**src/rtl/MSX.sv**
```systemverilog
// Shared MSX bus types: io_device window descriptor, vdp_io_gate FSM encoding
// and the idle value of the CPU read bus.
package MSX;

  typedef struct packed {
    logic       enable;
    logic [7:0] mask;
    logic [7:0] port;
  } io_device_t;

  typedef enum logic [1:0] {
    IDLE     = 2'd0,
    ISSUE    = 2'd1,
    WAIT_ACK = 2'd2,
    HOLD     = 2'd3
  } vdp_io_gate_state_t;

  // Undriven CPU data bus reads as all ones; sliced to the data width at use.
  localparam logic [31:0] IO_IDLE_DATA = '1;

endpackage

```
**src/rtl/io_port_match.sv**
```systemverilog
// Per-channel io_device window decode with lowest-index priority select.
// Purely combinational; interrupt-acknowledge cycles (iorq with m1) never match.
module io_port_match
  import MSX::*;
#(
  parameter int CHANNELS = 3,
  parameter int CH_W     = (CHANNELS > 1) ? $clog2(CHANNELS) : 1
) (
  input  logic [7:0]                 cpu_addr,
  input  logic                       cpu_iorq,
  input  logic                       cpu_m1,
  input  io_device_t [CHANNELS-1:0]  io_device,
  output logic                       hit,
  output logic [CH_W-1:0]            ch
);

  logic [CHANNELS-1:0] match;

  always_comb begin
    match = '0;
    for (int i = 0; i < CHANNELS; i++) begin
      match[i] = io_device[i].enable
              && ((cpu_addr & io_device[i].mask) == io_device[i].port)
              && cpu_iorq && !cpu_m1;
    end
  end

  // Scan from the top down so the lowest matching index is written last.
  always_comb begin
    hit = 1'b0;
    ch  = '0;
    for (int i = CHANNELS - 1; i >= 0; i--) begin
      if (match[i]) begin
        hit = 1'b1;
        ch  = CH_W'(i);
      end
    end
  end

endmodule

```
**src/rtl/vdp_io_gate.sv**
```systemverilog
// Multi-channel MSX I/O front end: decode, one request per I/O cycle, wait-state
// stretch until ack or timeout, read data held through HOLD, masked interrupt OR.
module vdp_io_gate
  import MSX::*;
#(
  parameter int CHANNELS    = 3,
  parameter int DATA_W      = 8,
  parameter int ACK_TIMEOUT = 15
) (
  input  logic                             clk,
  input  logic                             reset_n,
  input  logic [7:0]                       cpu_addr,
  input  logic [DATA_W-1:0]                cpu_data,
  input  logic                             cpu_req,
  input  logic                             cpu_wr,
  input  logic                             cpu_iorq,
  input  logic                             cpu_m1,
  input  io_device_t [CHANNELS-1:0]        io_device,
  output logic [CHANNELS-1:0]              dev_req,
  output logic                             dev_wr,
  output logic [7:0]                       dev_addr,
  output logic [DATA_W-1:0]                dev_wdata,
  input  logic [CHANNELS-1:0]              dev_ack,
  input  logic [CHANNELS-1:0][DATA_W-1:0]  dev_q,
  input  logic [CHANNELS-1:0]              dev_int,
  output logic [DATA_W-1:0]                data,
  output logic                             wait_n,
  output logic                             interrupt,
  output logic [CHANNELS-1:0]              timeout_flag
);

  localparam int                CH_W = (CHANNELS > 1) ? $clog2(CHANNELS) : 1;
  localparam logic [DATA_W-1:0] ONES = IO_IDLE_DATA[DATA_W-1:0];
  localparam logic [7:0]        LAST_WAIT_CNT = 8'(ACK_TIMEOUT - 1);

  vdp_io_gate_state_t state_q, state_d;

  logic              hit;
  logic [CH_W-1:0]   hit_ch;
  logic [CH_W-1:0]   ch_q;
  logic [7:0]        cnt_q;
  logic              orphan_q;
  logic              accept;
  logic              sel_ack;
  logic              sel_en;
  logic [DATA_W-1:0] sel_q;
  logic              timeout_hit;
  logic              done;
  logic              iorq_gone;
  logic [CHANNELS-1:0] enables;

  io_port_match #(
    .CHANNELS (CHANNELS),
    .CH_W     (CH_W)
  ) u_match (
    .cpu_addr  (cpu_addr),
    .cpu_iorq  (cpu_iorq),
    .cpu_m1    (cpu_m1),
    .io_device (io_device),
    .hit       (hit),
    .ch        (hit_ch)
  );

  assign accept      = (state_q == IDLE) && cpu_req && hit;
  assign sel_ack     = dev_ack[ch_q];
  assign sel_en      = io_device[ch_q].enable;
  assign sel_q       = dev_q[ch_q];
  assign timeout_hit = (cnt_q == LAST_WAIT_CNT);
  assign done        = sel_ack || timeout_hit || !sel_en;
  // A CPU that abandoned the cycle gets no HOLD phase; the core still finishes.
  assign iorq_gone   = orphan_q || !cpu_iorq;

  always_comb begin
    enables = '0;
    for (int i = 0; i < CHANNELS; i++) begin
      enables[i] = io_device[i].enable;
    end
  end

  // FSM state register
  always_ff @(posedge clk or negedge reset_n) begin
    if (!reset_n) begin
      state_q <= IDLE;
    end else begin
      state_q <= state_d;
    end
  end

  // FSM next state
  always_comb begin
    state_d = state_q;
    unique case (state_q)
      IDLE:     if (accept) state_d = ISSUE;
      ISSUE:    state_d = WAIT_ACK;
      WAIT_ACK: if (done) state_d = iorq_gone ? IDLE : HOLD;
      HOLD:     if (!cpu_iorq) state_d = IDLE;
      default:  state_d = IDLE;
    endcase
  end

  // FSM outputs
  always_comb begin
    dev_req = '0;
    wait_n  = 1'b1;
    unique case (state_q)
      IDLE:     wait_n = !accept;
      ISSUE: begin
        dev_req[ch_q] = 1'b1;
        wait_n        = 1'b0;
      end
      WAIT_ACK: wait_n = 1'b0;
      HOLD:     wait_n = 1'b1;
      default:  wait_n = 1'b1;
    endcase
  end

  always_ff @(posedge clk or negedge reset_n) begin
    if (!reset_n) begin
      ch_q      <= '0;
      dev_wr    <= 1'b0;
      dev_addr  <= '0;
      dev_wdata <= '0;
    end else if (accept) begin
      ch_q      <= hit_ch;
      dev_wr    <= cpu_wr;
      dev_addr  <= cpu_addr;
      dev_wdata <= cpu_data;
    end
  end

  always_ff @(posedge clk or negedge reset_n) begin
    if (!reset_n) begin
      cnt_q <= '0;
    end else if (state_q == ISSUE) begin
      cnt_q <= '0;
    end else if (state_q == WAIT_ACK) begin
      cnt_q <= cnt_q + 8'd1;
    end
  end

  always_ff @(posedge clk or negedge reset_n) begin
    if (!reset_n) begin
      orphan_q <= 1'b0;
    end else if (accept) begin
      orphan_q <= 1'b0;
    end else if ((state_q == ISSUE || state_q == WAIT_ACK) && !cpu_iorq) begin
      orphan_q <= 1'b1;
    end
  end

  // Read data only moves on HOLD entry (capture) or IDLE entry (release).
  always_ff @(posedge clk or negedge reset_n) begin
    if (!reset_n) begin
      data <= ONES;
    end else if (state_q == WAIT_ACK && done) begin
      data <= (!iorq_gone && !dev_wr && sel_ack) ? sel_q : ONES;
    end else if (state_q == HOLD && !cpu_iorq) begin
      data <= ONES;
    end
  end

  always_ff @(posedge clk or negedge reset_n) begin
    if (!reset_n) begin
      timeout_flag <= '0;
    end else if (state_q == WAIT_ACK) begin
      if (sel_ack) begin
        timeout_flag[ch_q] <= 1'b0;
      end else if (timeout_hit) begin
        timeout_flag[ch_q] <= 1'b1;
      end
    end
  end

  always_ff @(posedge clk or negedge reset_n) begin
    if (!reset_n) begin
      interrupt <= 1'b0;
    end else begin
      interrupt <= |(dev_int & enables);
    end
  end

endmodule
```
**config.mk**
```make
export PLATFORM = sky130hd
export DESIGN_NAME = vdp_io_gate
export DESIGN_NICKNAME = d
export VERILOG_FILES = /design/src/rtl/MSX.sv /design/src/rtl/io_port_match.sv /design/src/rtl/vdp_io_gate.sv
export SDC_FILE = /design/constraint.sdc
export NUM_CORES = 1
export LEC_CHECK = 0
export ABC_AREA = 1
export CORE_AREA = 2 2 86 88
export DETAILED_ROUTE_END_ITERATION = 10
export DIE_AREA = 0 0 88 90
export PLACE_DENSITY = 0.8
export RECOVER_POWER = 50
export SETUP_SLACK_MARGIN = 0.15
export SYNTH_ARGS = -nofsm -noshare
export SYNTH_HDL_FRONTEND = slang
export SYNTH_HIERARCHICAL = 1
export SYNTH_SLANG_ARGS = --single-unit
```
**constraint.sdc**
```tcl
create_clock -name clk -period 1.7 [get_ports clk]
set_input_delay 0.17 -clock clk [delete_from_list [all_inputs] [get_ports clk]]
set_output_delay 0.17 -clock clk [all_outputs]
set_load 0.005 [all_outputs]
```
After elaboration in Yosys (flattened, before gate mapping)
Index checks and enable logic that the tools add are counted.
{ "classes": {"add_sub_neg": 1, "order_cmp": 2, "n_eq_ne": 10, "muxes": 30, "bitwise_logic": 7, "reduce_logical": 36} }
{ "ops": {"columns": ["op", "count"], "rows": [
  ["8-bit 2-to-1 mux", 6],
  ["17-bit binary-select mux with 2-bit select", 1],
  ["8-bit AND", 3],
  ["8-bit == test", 3],
  ["1-bit logical AND", 17],
  ["17-bit 2-to-1 mux", 1],
  ["8-bit binary-select mux with 2-bit select", 1],
  ["2-bit 2-to-1 mux", 7],
  ["3-bit 2-to-1 mux", 3],
  ["8-bit by 1-bit adder with 8-bit output, second input constant", 1],
  ["8-bit by 4-bit == test with 1-bit output, second input constant", 1],
  ["2-bit case mux with 4 select lines", 1],
  ["2-bit nonzero test", 4],
  ["1-bit 2-to-1 mux", 7],
  ["3-bit AND", 2],
  ["1-bit logical NOT", 6],
  ["2-bit != test, second input constant", 3],
  ["2-bit == test, second input constant", 2],
  ["1-bit logical OR", 4],
  ["2-bit by 3-bit < comparator with 1-bit output, second input constant", 1],
  ["3-bit inverter", 1],
  ["3-bit bitwise OR", 1],
  ["1-bit case mux with 3 select lines", 1],
  ["3-bit AND reduction", 1],
  ["other kinds (8)", 8]
]} }
{ "totals": {"reg_bits": 42, "input_bits": 103, "out_inout_bits": 33, "wordCells": 96} }

Depth between registers and ports, before layout
Gate-level depths: netlist (run 1).
{ "logic_depth": {"ltp_word": 11, "ltp_mapped": 15, "ltp_nobuf": 14} }

Modules after synthesis
The synthesis (run 1) kept the hierarchy.
{ "modules_own_cells": {"columns": ["module", "instances", "cells_per_inst", "area_each_um2", "seq_area_each_um2"], "rows": [
  ["vdp_io_gate", 1, 293, 2229.6, 1061.0],
  ["io_port_match", 1, 125, 579.3, 0.0]
]} }

Worst setup path after synthesis (run 1)
No wires, ideal clock.
{ "synth_path": {"kind": "input port to flip-flop", "start": "input port cpu_m1", "end": "register state_q[0]", "setup_ns": 0.117, "t_arrival_ns": 1.560, "required_ns": 1.583, "path_slack_ns": 0.023, "stages": 14, "n_path_buf": 1, "cell_sequence": "inv_1 nand2_1 nor2_4 nand3_2 nor2_2 nand3_2 nand3_1 and3_1 clkbuf_1 inv_2 a22oi_1 nand2_1 nand2_1 nand2_1"} }
{ "synth_via": {"elab_chain_cells": 8, "elab_cells_between_ends": 10, "cone_classes": "eq/ne: 1; mux: 3; reduce/logical: 6"} }
{ "synth_rtl": {"columns": ["element", "line", "text"], "rows": [
  ["from (decl)", "vdp_io_gate.sv:17", "input logic cpu_m1,"],
  ["1-bit logical NOT *", "io_port_match.sv:24", "&& cpu_iorq && !cpu_m1;"],
  ["1-bit logical AND", "io_port_match.sv:24", null],
  ["1-bit 2-to-1 mux (2 in series)", "io_port_match.sv:33", "if (match[i]) begin"],
  ["1-bit 2-to-1 mux *", "io_port_match.sv:33", null],
  ["via hit", "vdp_io_gate.sv:38", "logic hit;"],
  ["1-bit logical AND *", "vdp_io_gate.sv:64", "assign accept = (state_q == IDLE) && cpu_req && hit;"],
  ["2-bit != test (no line) *", null, null],
  ["3-bit AND reduction (no line) *", null, null],
  ["to (signal assigned)", "vdp_io_gate.sv:85", "state_q <= state_d;"],
  ["to (decl)", "vdp_io_gate.sv:36", "vdp_io_gate_state_t state_q, state_d;"]
]} }
The timed path passes the listed nets; every way through them passes the cells marked *.
A chain may end at the register's enable or synchronous reset.

Worst setup path in the final report (run 1)
{ "layout_path": {"start": "register state_q[0]", "end": "output port wait_n"} }
{ "layout_via": {"elab_chain_cells": 5, "elab_cells_between_ends": 9, "cone_classes": "eq/ne: 3; mux: 1; reduce/logical: 5"} }
{ "layout_rtl": {"columns": ["element", "line", "text"], "rows": [
  ["2-bit logical NOT", "vdp_io_gate.sv:64, vdp_io_gate.sv:105", null],
  ["1-bit logical AND (2 in series)", "vdp_io_gate.sv:64", null],
  ["1-bit logical NOT", "vdp_io_gate.sv:106", "IDLE: wait_n = !accept;"],
  ["1-bit case mux with 3 select lines *", "vdp_io_gate.sv:105", "unique case (state_q)"],
  ["to (decl)", "vdp_io_gate.sv:27", "output logic wait_n,"]
]} }
Mark *: on every way between the ends. The rest lies on a longest branch, timed or not.

==> metrics.yaml, run 1 <==
status:
  run_status: "finished clean"
critical_path:
  required_ns: 1.53
  endpoint_kind: "output pin"
  criticalPathCategory: "reg2out"
  reg2reg_depth: 9
  slowest_stage: "dfrtp_1"
  worstPathArrival_ns: 1.38
  crit_path_cell_trace: "inv_2 > ha_2 > and3_4 > a21oi_2 > buf_2"
  critPathLaunchType: "flip-flop"
  worstReg2RegEnd: "state_q[0]"
  regToRegSetupSlack_ns: 0.18
  slowest_delay_ns: 0.42
  worstPathMaxFanout: 3
  rr_startpoint: "state_q[0]"
pwr:
  total_power_uw: 4060
  switching_power_uw: 1470
  peakVddDrop_v: 0.000381
  internal_power_uw: 2590
  powerDensity_nw_per_um2: 817
  total_leakage_power_uw: 0.00252
  combPwrFrac_pct: 49.5
  netSwitchingFraction_pct: 36.3
  p_clk_share_pct: 16.2
  p_seq_share_pct: 34.3
cts:
  clk_pin_slew_ns: 0.09
  cts_max_level: 2
  clk_latency_ns: 0.30
  clockBufferDepth: 2
  cts_buffers: 5
  cts-root-buf: "clkbuf_8"
  cts.sinks: 42
  cts_tree: "built"
global_route:
  grt_use_total_pct: 23.0
  grt_max_degree: 43
  grt-ovfl-total: 0
  antenna_found_initial: 0
  grt_pass1_wl_mm: 14.8
  grt_pass1_vias: 3349
sta:
  worstMarginPinSlew_ns: 0.536
  setup_tns_ns: 0
  holdWs_ns: 0.130
  rsz0062_at_grt: "yes"
  hold_viol_final: 0
  setup_viol: 0
  setup_slack_ns: 0.145
  fin_skew_ns: 0.00877
  max_slew_margin_pct: 64.3
  min_period_over_period_pct: 91.5
  fmaxAchievable_ghz: 0.643
  period_needed_ns: 1.55
  drv_slew: 0
die:
  num_rows: 31
  die_x_um: 88
  dieHeight_um: 90
  core_um2: 7020
  io_pins: 136
  start_util_pct: 40.0
  dieArea_um2: 7920
layout:
  antenna_cells: 0
  layout_commonest_cell: "nand2_1"
  area_delta_synth_final_pct: 76.9
  drive_above_1_share_pct: 28.7
  final_nets: 718
  layout_common_cells: "161 x nand2_1, 53 x clkdlybuf4s50_1, 42 x nand3_1, 40 x buf_4, 36 x dlygate4sd2_1"
  design_area_um2: 4970
synthesis:
  ys_seq_elements: 42
  yosys.area.top_type: "dfrtp_1"
  synthTopCellsByArea: "dfrtp_1 30%, nand2_1 24%, nand3_1 9.3%"
  seq_area_frac_synth_pct: 37.8
  syn_inst: 418
  ys_types: 35
  avgSynthCellArea_um2: 6.72
  synth_area_um2: 2810
  yosys_warnings: 6
  synth_nets: 528
  synth_top_area_share_pct: 30.3
drt:
  wl_met1_mm: 3.64
  via_count: 3402
  first_pass_iters: 4
  met2_wirelength_mm: 5.10
  routedWlPerCell_um: 13.5
  avgViaCountPerCell: 4.81
  routed_wirelength_mm: 9.54
  dr_wl_met3_um: 614
  ant_nets: 0
  highest_layer: "met4"
  drc: 0
  drt_iter0_drc: 96
place:
  place.gp.congestion: 0.887
  io_buffers: 135
  dpl_worst_slack_ns: -0.650
  place_hpwl_mm: 6.84
  place_area_um2: 4450
run:
  max-cap-violations: 0
min_path:
  hp-class: "in2reg"
  hp-start: "cpu_addr[5]"
  whs_endpoint: "dev_addr[5]"
  min_path_cells: 3
registers in the layout, summed over array words and instances, names as in the netlist, named ones only:
| signal | count |
|---|---|
| dev_wdata | 8 |
| dev_addr | 8 |
| orphan_q | 1 |
| state_q | 2 |
| cnt_q | 8 |
| data | 8 |
| dev_wr | 1 |
| ch_q | 2 |
| interrupt | 1 |
worst max path at each step:
stage,depth (start not counted),to,start
global route,5,wait_n,state_q[0]
CTS,10,wait_n,io_device[42]
detailed placement,10,wait_n,cpu_addr[0]
global placement,10,wait_n,cpu_addr[0]
floorplan,14,state_q[0],cpu_m1
finish,5,wait_n,state_q[0]
critical path, delay by kind of cell, from the launching register on:
family,cells,cell delay [ns]
buf+inv,2,0.21
fa+ha+maj,1,0.21
flops,1,0.42
compound gates,1,0.05
simple gates,1,0.20
cell usage after synthesis, drive strengths merged:
master,instances
ha,7
a31oi,1
o31ai,1
buf,3
nor2,38
a22oi,1
nand3b,2
xor2,3
inv,39
or2,1
nand4,4
dfstp,8
nand2,180
nor2b,1
o21ai,12
and3,1
a21oi,4
clkinv,2
dfrtp,34
nor3,11
nand3,57
xnor2,3
nor3b,1
clkbuf,4
per-layer routing:
metal	global-route usage (%)	vias up
li1	-	1701
met1	25.8	1559
met2	42.4	121
met3	5.42	21
met4	6.15	0
met5	0	-
metrics by stage:
step	util, %	std cells
after global placement	63.4	671
after global routing	70.8	708
after detailed placement	63.4	671
final	70.8	708
after CTS	67.5	697
after floorplan	-	418
cells by family (layout without fill, tap and decap cells):
family / count (synthesis) / in the layout / synth area share, %
AND/OR/NAND/NOR: 296 / 296 / 47.0
AO/OA/AOI/OAI: 19 / 19 / 3.61
XOR/XNOR: 6 / 6 / 1.87
buffers and inverters: 48 / 239 / 6.59
flip-flops: 42 / 42 / 37.8
adder cells (fa/ha/maj): 7 / 7 / 3.12
power by group through the flow:
stage | registers (uW) | logic (uW) | clock network, uW
floorplan | 1400 | 762 | 0
global placement | 1380 | 1620 | 0
detailed placement | 1390 | 1660 | 0
CTS | 1380 | 1700 | 662
global route | 1420 | 2170 | 704
finish | 1390 | 2010 | 658
area by class of cell:
cell class | count | area [um2]
flip-flops and latches | 42 | 1060
clock buffers | 6 | 72.6
clock inverters | 2 | 13.8
inverters | 41 | 161
well taps | 99 | 124
fillers | 569 | 2050
multi-input cells | 328 | 1830
repair buffers | 190 | 1700
what timing repair did:
action,CTS,global route
hold buffers,1,0
gates resized for setup,143,77
pin swaps,53,36
endpoints found under the setup margin,35,41
endpoints found under the hold margin,34,0
buffers inserted,17,11
Note: power is estimated with default switching activity, not from simulation.
==> inputs of run 2 (changes only) <==
--- a/config.mk
+++ b/config.mk
@@ -6,13 +6,16 @@
 export NUM_CORES = 1
 export LEC_CHECK = 0
 export ABC_AREA = 1
-export CORE_AREA = 2 2 86 88
+export CELL_PAD_IN_SITES_DETAIL_PLACEMENT = 1
+export CELL_PAD_IN_SITES_GLOBAL_PLACEMENT = 1
+export CORE_AREA = 2 2 105 107
 export DETAILED_ROUTE_END_ITERATION = 10
-export DIE_AREA = 0 0 88 90
-export PLACE_DENSITY = 0.8
+export DIE_AREA = 0 0 107 109
+export PLACE_DENSITY_LB_ADDON = 0.1
 export RECOVER_POWER = 50
 export SETUP_SLACK_MARGIN = 0.15
 export SYNTH_ARGS = -nofsm -noshare
 export SYNTH_HDL_FRONTEND = slang
 export SYNTH_HIERARCHICAL = 1
 export SYNTH_SLANG_ARGS = --single-unit
+export TNS_END_PERCENT = 5
==> run 2 against run 1 <==
Effect of this change:
- final area down 0.23%
- critical path type unchanged
- sequential power about the same
- highest routed layer unchanged
- global-route usage down 5.4 points
- worst hold slack better by 0.031 ns
- setup slack worse by 0.0031 ns
- power up 8.1%
==> metrics.yaml, run 2 (synthesis results as in run 1) <==
layout:
  design_area_um2: 4960  # -0.23%
  n_fill_cell: 1335  # +130%
  layout_commonest_cell: "nand2_1"
  final_nets: 708  # -1.4%
  layout_common_cells: "166 x nand2_1, 54 x clkdlybuf4s50_1, 47 x nand3_1, 40 x dlygate4sd2_1, 38 x buf_4"
  drive_above_1_share_pct: 25.4  # -3.4 points
  area_delta_synth_final_pct: 76.5
drt:
  ant_nets: 0  # unchanged
  drt_iter0_drc: 84  # -13%
  via_count: 3340  # -1.8%
  drc: 0  # unchanged
  avgViaCountPerCell: 4.50  # -6.3%
  first_pass_iters: 4  # unchanged
  routed_wirelength_mm: 10.2  # +7.4%
  routedWlPerCell_um: 13.8  # +2.4%
status:
  run_status: "finished clean"
global_route:
  grt_pass1_wl_mm: 16.3  # +10%
  grt-ovfl-total: 0  # unchanged
  grt_pass1_vias: 3517  # +5.0%
  grt_use_total_pct: 17.6  # -5.4 points
  grt_max_degree: 23  # -47%
  antenna_found_initial: 3  # +3
sta:
  drv_slew: 0  # unchanged
  setup_slack_ns: 0.142  # -0.00313 ns
  period_needed_ns: 1.56  # +0.00313 ns
  hold_viol_final: 0  # unchanged
  max_slew_margin_pct: 62.0  # -2.3 points
  worstMarginPinSlew_ns: 0.570  # +0.0342 ns
  fin_skew_ns: 0.00761  # -0.00116 ns
  min_period_over_period_pct: 91.6  # +0.18 points
  holdWs_ns: 0.161  # +0.0307 ns
  setup_viol: 0  # unchanged
  rsz0062_at_grt: "yes"
  setup_tns_ns: 0  # unchanged
  fmaxAchievable_ghz: 0.642  # -0.20%
place:
  place_hpwl_mm: 8.32  # +22%
  place_area_um2: 4560  # +2.6%
  dpl_worst_slack_ns: -0.725  # -0.0746 ns
  io_buffers: 135  # unchanged
  place.gp.congestion: 0.801  # -9.8%
cts:
  clk_latency_ns: 0.30  # about the same
  clk_pin_slew_ns: 0.08  # about the same
  cts-root-buf: "clkbuf_8"
  clockBufferDepth: 2  # unchanged
  cts_max_level: 2  # unchanged
  cts_buffers: 5  # unchanged
  cts_tree: "built"
  cts.sinks: 42  # unchanged
die:
  dieHeight_um: 109  # +21%
  start_util_pct: 26.5  # -14 points
  num_rows: 38  # +23%
  dieArea_um2: 11700  # +47%
  io_pins: 136  # unchanged
  die_x_um: 107  # +22%
  core_um2: 10600  # +51%
critical_path:
  regToRegSetupSlack_ns: 0.16  # -0.02 ns
  criticalPathCategory: "reg2out"
  endpoint_kind: "output pin"
  worstPathMaxFanout: 3  # unchanged
  worstPathArrival_ns: 1.39  # about the same
  critPathLaunchType: "flip-flop"
  reg2reg_depth: 9  # unchanged
  required_ns: 1.53  # about the same
pwr:
  total_leakage_power_uw: 0.00252  # -0.20%
  total_power_uw: 4390  # +8.1%
  peakVddDrop_v: 0.000435  # +14%
  powerDensity_nw_per_um2: 885  # +8.4%
run:
  max-cap-violations: 0  # unchanged
min_path:
  hp-class: "in2reg"
  min_path_cells: 3  # unchanged
## run 2: cell types whose count changed in the layout (fill, tap and decap cells not counted), moves of 4 or more
cell,change
nand3_2,-4
nor2_4,-4
nor2_2,+4
clkdlybuf4s15_1,-5
nand2_2,-5
nand2_1,+5
nand3_1,+5
dlygate4sd2_1,+4
buf_6,-7
## run 2: path summary, 6_finish.rpt
path	start	end
hold / removal	cpu_addr[1]	dev_addr[1]
max in group asynchronous	reset_n	data[2]
hold reg to reg	dev_addr[5]	dev_addr[5]
setup / recovery	state_q[0]	wait_n
setup reg to reg	state_q[0]	cnt_q[6]
min in group asynchronous	reset_n	cnt_q[3]
## run 2: area by class of cell
class	instances	area (um2)	area share, %
multi-input cells	328	1800	36.3
clock inverters	2	60.1	1.21
diodes	3	7.51	0.151
repair buffers	180	1610	32.4
well taps	140	175	3.53
inverters	41	165	3.33
flip-flops and latches	42	1060	21.5
clock buffers	6	82.6	1.67
## run 2: repair_timing
item,CTS,global route
resized for setup,117,73
hold buffers,1,0
setup buffers,3,8
pin swaps,51,44
hold endpoints to repair,20,0
endpoints found under the setup margin,38,43
## run 2: power breakdown
part	switching (uW)	leakage, uW	total [uW]	internal [uW]
registers	131	0.000533	1390	1260
logic	964	0.00191	2000	1030
clock network	373	0.0000714	1000	627
## run 2: metrics by stage
step / util, % / std cells
2_1_floorplan: - / 418
4_1_cts: 44.9 / 731
3_5_place_dp: 43.0 / 719
5_1_grt: 46.7 / 741
6_report: 46.8 / 742
3_3_place_gp: 43.0 / 719
## run 2: per-layer routing
metal	wire length (um)	vias up	GRT usage, %
li1	-	1682	-
met1	4210	1564	19.9
met2	5370	89	33.1
met3	574	5	4.30
met4	76	0	4.27
met5	0	-	0
## run 2: critical path, stage by stage, from the launching register on
cell and delay [ns]:
dfrtp_1 0.40, inv_1 0.11, ha_4 0.18, and3_4 0.18, a21oi_2 0.10, buf_2 0.13
==> inputs of run 3 (changes only) <==
--- a/config.mk
+++ b/config.mk
@@ -13,6 +13,7 @@
 export DIE_AREA = 0 0 107 109
 export PLACE_DENSITY_LB_ADDON = 0.1
 export RECOVER_POWER = 50
+export REMOVE_ABC_BUFFERS = 1
 export SETUP_SLACK_MARGIN = 0.15
 export SYNTH_ARGS = -nofsm -noshare
 export SYNTH_HDL_FRONTEND = slang
==> run 3 against run 2 <==
Effect of this change:
- register-to-register slack worse by 0.02 ns
- first-iteration DRC count increased by 12%
- core utilization fell by 0.64 points
- die area did not move
- via count is 1.9% higher
- power is 9.2% lower
- setup slack got worse by 0.053 ns
- count of clock-buffer cells in the layout is the same
- clock skew is 0.0032 ns lower
- final cell count unchanged
- global-route usage increased by 0.64 points
- critical path type unchanged
- largest power group unchanged
==> metrics.yaml, run 3 (synthesis results as in run 1) <==
pwr:
  switching_power_uw: 1460  # -0.65%
  combPwrFrac_pct: 48.6  # +3.0 points
  total_leakage_power_uw: 0.00248  # -1.6%
  internal_power_uw: 2520  # -14%
  netSwitchingFraction_pct: 36.6  # +3.2 points
  peakVddDrop_v: 0.000495  # +14%
  p_clk_share_pct: 16.6  # -6.2 points
  powerDensity_nw_per_um2: 814  # -8.0%
  p_seq_share_pct: 34.7  # +3.1 points
critical_path:
  worstPathArrival_ns: 1.44  # +0.05 ns
  cp-startpoint: "state_q[0]"
  critPathLaunchType: "flip-flop"
  worstPathMaxFanout: 3  # unchanged
  cp-endpoint: "wait_n"
  endpoint_kind: "output pin"
  regToRegSetupSlack_ns: 0.14  # -0.02 ns
  rr_startpoint: "state_q[0]"
  worstReg2RegEnd: "cnt_q[5]"
  reg2reg_depth: 8  # -1
  criticalPathCategory: "reg2out"
  required_ns: 1.53  # about the same
drt:
  drc: 0  # unchanged
  ant_nets: 0  # unchanged
  routed_wirelength_mm: 10.3  # +1.0%
  drt_iter0_drc: 94  # +12%
  routedWlPerCell_um: 13.9  # +1.0%
  avgViaCountPerCell: 4.59  # +1.9%
  first_pass_iters: 4  # unchanged
  via_count: 3404  # +1.9%
sta:
  hold_viol_final: 0  # unchanged
  setup_viol: 0  # unchanged
  rsz0062_at_grt: "yes"
  fin_skew_ns: 0.00444  # -0.00317 ns
  fmaxAchievable_ghz: 0.621  # -3.3%
  max_slew_margin_pct: 26.8  # -35 points
  holdWs_ns: 0.152  # -0.00904 ns
  drv_slew: 0  # unchanged
  worstMarginPinSlew_ns: 1.10  # +0.528 ns
  period_needed_ns: 1.61  # +0.0531 ns
  min_period_over_period_pct: 94.8  # +3.1 points
die:
  core_um2: 10600  # unchanged
  io_pins: 136  # unchanged
  dieArea_um2: 11700  # unchanged
  start_util_pct: 26.5  # unchanged
  die_x_um: 107  # unchanged
  num_rows: 38  # unchanged
  dieHeight_um: 109  # unchanged
place:
  io_buffers: 135  # unchanged
  place_hpwl_mm: 8.10  # -2.6%
  place.gp.congestion: 0.800  # about the same
  placed_cells: 715  # -0.56%
global_route:
  antenna_found_initial: 0  # -3
  grt_pass1_vias: 3631  # +3.2%
  grt-ovfl-total: 0  # unchanged
  grt_max_degree: 43  # +87%
  grt_pass1_wl_mm: 16.8  # +3.2%
  grt_use_total_pct: 18.2  # +0.64 points
cts:
  cts.sinks: 42  # unchanged
  clk_latency_ns: 0.30  # about the same
  clockBufferDepth: 2  # unchanged
  cts_buffers: 5  # unchanged
  clk_pin_slew_ns: 0.08  # about the same
  cts_max_level: 2  # unchanged
  cts_tree: "built"
  cts-root-buf: "clkbuf_8"
min_path:
  hp-class: "in2reg"
  min_path_cells: 3  # unchanged
layout:
  antenna_cells: 0  # -3
  n_fill_cell: 1391  # +4.2%
  drive_above_1_share_pct: 27.1  # +1.7 points
  final_nets: 711  # +0.42%
  layout_commonest_cell: "nand2_1"
  area_delta_synth_final_pct: 74.1
  layout_common_cells: "163 x nand2_1, 54 x clkdlybuf4s50_1, 49 x nand3_1, 37 x buf_4, 32 x dfrtp_1"
  final_cells: 742  # unchanged
run:
  max-cap-violations: 0  # unchanged
status:
  run_status: "finished clean"
-- run 3: cell types whose count changed in the layout (fill, tap and decap cells not counted), sizes merged, moves of 2 or more --
cell / change
clkbuf: +9
clkdlybuf4s15: +7
bufinv: -2
clkinv: +2
dlygate4sd2: -18
buf: +5
diode: -3
-- run 3: area by class of cell --
class                   count  area (um2)  area share [%]
clock buffers               6        72.6            1.48
clock inverters             2        13.8           0.281
inverters                  41         161            3.30
multi-input cells         329        1800            36.8
flip-flops and latches     42        1060            21.8
well taps                 140         175            3.58
repair buffers            182        1600            32.8
-- run 3: repair_timing --
action / 4_1_cts / 5_1_grt
gates cloned: 0 / 1
hold buffers: 1 / 0
endpoints found under the hold margin: 34 / 0
endpoints found under the setup margin: 36 / 43
gates resized for setup: 128 / 103
buffers inserted: 12 / 5
pin swaps: 52 / 60
-- run 3: worst max-delay path, cell delays in order (launching register included) --
cell,delay (ns)
dfrtp_1,0.42
buf_6,0.14
buf_4,0.14
ha_4,0.18
nor2_4,0.09
a21oi_2,0.04
buf_2,0.13
-- run 3: metrics by stage --
stage | util, % | setup WS (ns) | TNS [ns] | power [uW] | instance area (um2)
after floorplan | - | -0.344 | -1.37 | 2140 | 2780
after global placement | 42.6 | -0.713 | -13.69 | 3050 | 4520
after detailed placement | 42.6 | -0.777 | -14.34 | 3110 | 4520
after CTS | 44.8 | 0.0632 | 0 | 3890 | 4750
after global routing | 46.1 | 0.0389 | 0 | 4280 | 4890
final | 46.1 | 0.0890 | 0 | 3980 | 4890
-- run 3: worst min-delay path by stage --
stage / start / end / slack (ns)
after floorplan: reset_n / async pin / -0.13
after global placement: reset_n / cnt_q[4] / 0.28
after detailed placement: reset_n / cnt_q[4] / 0.29
after CTS: cpu_addr[0] / dev_addr[0] / 0.23
after global routing: cpu_addr[4] / dev_addr[4] / 0.15
final: cpu_addr[4] / dev_addr[4] / 0.15
-- run 3: power by group through the flow --
stage	Combinational, uW	Clock, uW	Sequential [uW]
final	1940	662	1380
after global routing	2150	719	1410
after CTS	1820	688	1380
after detailed placement	1710	0	1400
after global placement	1660	0	1390
after floorplan	741	0	1400
-- run 3: per-layer routing --
metal  track usage (%)  vias up  routed length [um]
li1                  -     1696                   -
met1              20.7     1609                4220
met2              34.1       91                5360
met3              4.66        8                 638
met4              4.36        0                 121
met5                 0        -                   0
